<file path="config.mk">
export PLATFORM = sky130hd
export DESIGN_NAME = pc_sequencer
export DESIGN_NICKNAME = d
export VERILOG_FILES = /design/src/rtl/pc_sequencer.sv
export SDC_FILE = /design/constraint.sdc
export NUM_CORES = 1
export LEC_CHECK = 0
export CORE_MARGIN = 3
export CORE_UTILIZATION = 39
export DETAILED_ROUTE_END_ITERATION = 7
export HOLD_SLACK_MARGIN = 0.15
export MAX_ROUTING_LAYER = met4
export PLACE_DENSITY_LB_ADDON = 0.08
export SYNTH_ARGS = -nofsm -noshare
export SYNTH_HDL_FRONTEND = slang
export SYNTH_SLANG_ARGS = --single-unit
</file>
<file path="constraint.sdc">
create_clock -name clk -period 2.1 [get_ports clk]
set_input_delay 0.42 -clock clk [delete_from_list [all_inputs] [get_ports clk]]
set_output_delay 0.42 -clock clk [all_outputs]
set_load 0.05 [all_outputs]
</file>
<file path="src/rtl/pc_sequencer.sv">
// Program-counter sequencer for the multi-cycle MIPS core: owns PC, runs the
// instruction-fetch handshake, drives the PC-source mux select and counts retirements.
module pc_sequencer #(
  parameter logic [31:0] RESET_PC = 32'h0040_0000
) (
  input  logic        clk,
  input  logic        rst,
  output logic        fetch_req,
  input  logic        fetch_ack,
  input  logic        is_jr,
  input  logic        is_jump,
  input  logic        is_branch,
  input  logic        branch_taken,
  input  logic        stall,
  input  logic [31:0] pc_next,
  output logic [1:0]  select_signal,
  output logic [31:0] pc,
  output logic [31:0] npc,
  output logic        pc_we,
  output logic        trap,
  output logic [31:0] retired
);

  typedef enum logic [1:0] {BOOT, FETCH, EXEC, TRAP} state_e;

  localparam logic [1:0] SEL_NPC    = 2'b00;
  localparam logic [1:0] SEL_RS     = 2'b01;
  localparam logic [1:0] SEL_BRANCH = 2'b10;
  localparam logic [1:0] SEL_JUMP   = 2'b11;

  state_e      state_q, state_d;
  logic [31:0] pc_q, pc_d;
  logic [31:0] retired_q, retired_d;
  logic        trap_q, trap_d;
  logic [1:0]  sel;
  logic        we;

  always_ff @(posedge clk) begin
    if (rst) begin
      state_q   <= BOOT;
      pc_q      <= RESET_PC;
      retired_q <= 32'd0;
      trap_q    <= 1'b0;
    end else begin
      state_q   <= state_d;
      pc_q      <= pc_d;
      retired_q <= retired_d;
      trap_q    <= trap_d;
    end
  end

  always_comb begin
    state_d   = state_q;
    pc_d      = pc_q;
    retired_d = retired_q;
    trap_d    = trap_q;
    sel       = SEL_NPC;
    we        = 1'b0;
    case (state_q)
      BOOT:  state_d = FETCH;
      FETCH: if (fetch_ack) state_d = EXEC;
      EXEC: begin
        if (is_jr)                         sel = SEL_RS;
        else if (is_jump)                  sel = SEL_JUMP;
        else if (is_branch && branch_taken) sel = SEL_BRANCH;
        // A stalled execute never commits or traps, whatever pc_next holds.
        if (!stall) begin
          if (pc_next[1:0] == 2'b00) begin
            we        = 1'b1;
            pc_d      = pc_next;
            retired_d = retired_q + 32'd1;
            state_d   = FETCH;
          end else begin
            trap_d  = 1'b1;
            state_d = TRAP;
          end
        end
      end
      TRAP:    state_d = TRAP;
      default: state_d = BOOT;
    endcase
  end

  assign fetch_req     = (state_q == FETCH);
  assign select_signal = sel;
  assign pc_we         = we;
  assign pc            = pc_q;
  assign npc           = pc_q + 32'd4;
  assign trap          = trap_q;
  assign retired       = retired_q;

endmodule

</file>
==> summary.txt <==
GLOBAL ROUTE
-----------------------------------------------------------------------------------------
Residual overflow from global routing ......................................            0
Total global routing track utilization .....................................        24.3%
Wire length of the first global-routing pass ...............................    19,100 um
Vias in the first global route .............................................        3,727
Maximum number of pins on one net before global-route repair ...............           32
Antenna violations before repair ...........................................            0

YOSYS
-----------------------------------------------------------------------------------------
Post-synthesis instance area ............................................... 0.00340 sq mm
Primary flip-flop cell chosen by synthesis mapping ......................... sky130_fd_sc_hd__dfxtp_1
Proportion of register bits with asynchronous set or reset after synthesis .           0%
Post-synthesis average cell area ...........................................   7.95 sq um
Nets in the synthesized netlist ............................................          469
Synth warnings .............................................................            0
Number of synthesized flops with an enable pin .............................            0
Post-Syn Instances .........................................................          427
Sequential cell area fraction in the yosys report ..........................        39.5%
#FFs+latches synth .........................................................           67
Number of different library cells in the post-synthesis netlist ............           38

TIMING
-----------------------------------------------------------------------------------------
Transition time at the pin with the least slew margin ......................     0.540 ns
Time the worst path needs with I/O delays and setup ........................      2.57 ns
Final Hold Slack ...........................................................     0.491 ns
Total negative slack .......................................................     -6.96 ns
Maximum clock frequency ....................................................    0.389 GHz
Count of final hold-check violations .......................................            0
Slew headroom ..............................................................        64.0%
Smallest setup slack after layout ..........................................    -0.473 ns
Largest clock skew in the final design .....................................    0.0107 ns
Count of final setup violators .............................................           24
Number of pins exceeding their max-slew limit in the final report ..........            0
Unrepaired setup endpoints after global routing ............................          yes
Ratio of final minimum period to clock period ..............................         123%

FLOORPLANNING
-----------------------------------------------------------------------------------------
Horizontal extent of the die ...............................................      99.3 um
Starting Density ...........................................................        40.7%
Floorplan die area ......................................................... 0.00986 sq mm
Vertical extent of the die .................................................      99.3 um
Std cell rows ..............................................................           33
Area of the core ........................................................... 0.00834 sq mm
Num ports ..................................................................          141

ROUTE
-----------------------------------------------------------------------------------------
Length of the first detailed-routing pass in iterations ....................            4
Routed WL ..................................................................    12,900 um
Count of antenna-violating nets left after detailed routing ................            0
Via-to-Cell Ratio ..........................................................         5.50
Per-cell routed wire length ................................................      17.7 um
Via count of the routed design .............................................        4,005
Violation count after the first detailed-route iteration ...................          155
Remaining DRCs .............................................................            0

WORST SETUP PATH
-----------------------------------------------------------------------------------------
Critical path launch point type ............................................         flop
Critical R2R Capture .......................................................  retired[31]
R2R Path Start .............................................................  retired[14]
Maximum fanout along the worst path ........................................            7
Required time of the critical path .........................................      1.68 ns
Type of the worst setup path ............................................... flop to output pin
Highest cell delay on the worst timing path ................................      0.39 ns
Critical Path, Cell by Cell ................................................ nand4_1 > nor4_4 > buf_6 > nand4_1 > xnor2_4 > buf_12
Slowest cell on crit path .................................................. sky130_fd_sc_hd__dfxtp_4
Type of element capturing the critical path ................................   output pin
R2r worst-path depth .......................................................            4
Register-to-register path setup slack ......................................      0.12 ns
Cell repeated most along the worst path .................................... sky130_fd_sc_hd__nand4_1
Worst EP arrival ...........................................................      2.15 ns

STATUS
-----------------------------------------------------------------------------------------
Result of the run .......................................................... complete, but fails checks
Violations in the final reports ............................................ setup timing

PLACE
-----------------------------------------------------------------------------------------
Placed standard-cell area .................................................. 0.00588 sq mm
Worst setup timing slack at the placement stage ............................    -0.196 ns
Routability congestion estimate ............................................        0.878
Post-DP HPWL ...............................................................      8320 um
Input/output buffers .......................................................          140

FLOW RUN
-----------------------------------------------------------------------------------------
Max-Cap Viols ..............................................................            0

CELLS AND AREA
-----------------------------------------------------------------------------------------
Share of cells above drive strength 1 ......................................        36.4%
Design area ................................................................ 0.00659 sq mm
Leading cell type in the layout, fill and taps excluded .................... sky130_fd_sc_hd__clkdlybuf4s50_1
Count of antenna diodes in the layout ......................................            0
Net count, final ...........................................................          660
Layout filler cell count ...................................................          533
Highest-count cells in the layout ignoring fill and taps ................... 92 x sky130_fd_sc_hd__clkdlybuf4s50_1, 77 x sky130_fd_sc_hd__nand2_1, 60 x sky130_fd_sc_hd__buf_4
Synth-to-Final Area Change .................................................        94.0%

WORST HOLD PATH
-----------------------------------------------------------------------------------------
Type of the most critical hold path ........................................ flop to flop
End of the worst hold path .................................................         trap
WHS Path Cells .............................................................            2
Hold Crit Start ............................................................         trap

CLOCK NETWORK
-----------------------------------------------------------------------------------------
CTS max path bufs ..........................................................            2
H-tree depth ...............................................................            3
Clk Latency, worst-skew pair ...............................................      0.35 ns
Number of clock sinks seen by CTS ..........................................           67
Post-cts hold buffer count .................................................            0
Clock tree from TritonCTS ..................................................        built
Root cell of the clock tree ................................................ sky130_fd_sc_hd__clkbuf_8
Clock-pin slew on the worst setup and hold paths ...........................      0.08 ns
Total clock buffers created by CTS .........................................            9

PWR
-----------------------------------------------------------------------------------------
Power per standard cell area ...............................................  411 mW/mm^2
Leakage power ..............................................................      2.58 nW
Max rail drop VDD ..........................................................     0.423 mV

[metrics by stage]
step,std cells,power [mW],util [%]
after floorplan,427,1.39,-
after global placement,688,1.53,70.6
after detailed placement,688,1.53,70.6
after CTS,711,2.72,75.5
after global routing,728,2.79,79.0
final,728,2.71,79.0
[layer usage]
metal | up-vias | track usage (%) | share of wire (%)
li1 | 1904 | - | -
met1 | 1942 | 30.4 | 41
met2 | 145 | 41.2 | 52
met3 | 14 | 3.09 | 5.7
met4 | 0 | 6.62 | 1.5
met5 | - | - | 0
[registers in the layout (all words and copies together) (netlist names)]
register	flops
retired	32
state_q	2
pc	32
trap	1
[worst max-delay path: cells and delay by family, from the launching register on]
| family | cells | cell delay [ns] |
|---|---|---|
| xor gates and xnor gates | 1 | 0.27 |
| buffers and inverters | 2 | 0.33 |
| and+or+nand+nor | 3 | 0.80 |
| DFF | 1 | 0.39 |
[logic make-up after synthesis]
kind of cell / after synthesis / share of synthesized area (%)
AND/OR/NAND/NOR: 212 / 32.3
AO/OA/AOI/OAI: 74 / 12.1
flip-flops: 67 / 39.5
XOR/XNOR: 35 / 9.03
buffers and inverters: 33 / 5.05
multiplexers: 4 / 1.33
adder cells (fa/ha/maj): 2 / 0.737
[what timing repair did]
action | CTS | global route
setup endpoints to repair | 27 | 40
pin swaps | 18 | 20
hold endpoints to repair | 0 | 0
resized for setup | 33 | 38
buffers inserted | 9 | 18
[synth_stat cells (2+ instances only)]
| library cell | count | area share [%] |
|---|---|---|
| sky130_fd_sc_hd__nand2_1 | 83 | 9.2 |
| sky130_fd_sc_hd__dfxtp_1 | 67 | 39 |
| sky130_fd_sc_hd__a21oi_1 | 52 | 7.7 |
| sky130_fd_sc_hd__xnor2_1 | 28 | 7.2 |
| sky130_fd_sc_hd__nand3_1 | 26 | 3.8 |
| sky130_fd_sc_hd__nor2_1 | 22 | 2.4 |
| sky130_fd_sc_hd__nand4_1 | 17 | 3.1 |
| sky130_fd_sc_hd__clkbuf_1 | 15 | 1.7 |
| sky130_fd_sc_hd__o31ai_1 | 15 | 3.3 |
| sky130_fd_sc_hd__or4_1 | 15 | 3.3 |
| sky130_fd_sc_hd__nor4_1 | 8 | 1.5 |
| sky130_fd_sc_hd__and4_1 | 7 | 1.8 |
| sky130_fd_sc_hd__xor2_1 | 7 | 1.8 |
| sky130_fd_sc_hd__inv_1 | 6 | 0.66 |
| sky130_fd_sc_hd__nor2b_1 | 6 | 1.1 |
| sky130_fd_sc_hd__nor3_1 | 6 | 0.88 |
| sky130_fd_sc_hd__o21ai_0 | 6 | 0.88 |
| sky130_fd_sc_hd__or3_1 | 6 | 1.1 |
| sky130_fd_sc_hd__mux2_2 | 4 | 1.3 |
| sky130_fd_sc_hd__buf_1 | 3 | 0.33 |
| sky130_fd_sc_hd__buf_6 | 3 | 0.99 |
| sky130_fd_sc_hd__nor3b_1 | 3 | 0.66 |
| sky130_fd_sc_hd__or4_2 | 3 | 0.77 |
| sky130_fd_sc_hd__and3_1 | 2 | 0.37 |
| sky130_fd_sc_hd__and4_2 | 2 | 0.59 |
| sky130_fd_sc_hd__buf_4 | 2 | 0.44 |
| sky130_fd_sc_hd__ha_1 | 2 | 0.74 |
[final cells by class]
| class | count | area, sq um | area share [%] |
|---|---|---|---|
| multi-input cells | 327 | 2530 | 38.4 |
| clock buffers | 10 | 128 | 1.94 |
| flip-flops and latches | 67 | 1450 | 22.1 |
| inverters | 7 | 27.5 | 0.418 |
| clock inverters | 6 | 90.1 | 1.37 |
| repair buffers | 206 | 2230 | 33.9 |
| well taps | 105 | 131 | 1.99 |
[where the power goes]
| part | internal (mW) | total (mW) | switching, mW |
|---|---|---|---|
| combinational | 0.123 | 0.246 | 0.123 |
| sequential | 1.25 | 1.26 | 0.00982 |
| clock | 0.671 | 1.20 | 0.534 |
| total | 2.04 | 2.71 | 0.666 |
[worst max path at each step]
stage,slack (ns),from,endpoint
final,-0.47,pc[13],npc[31]
after global placement,-0.15,pc_next[0],retired[31]
after global routing,-0.54,pc[13],npc[31]
after detailed placement,-0.20,pc_next[0],retired[22]
after CTS,-0.43,pc[10],npc[30]
after floorplan,-0.16,pc[10],npc[29]
Note: power is estimated with default switching activity, not from simulation.
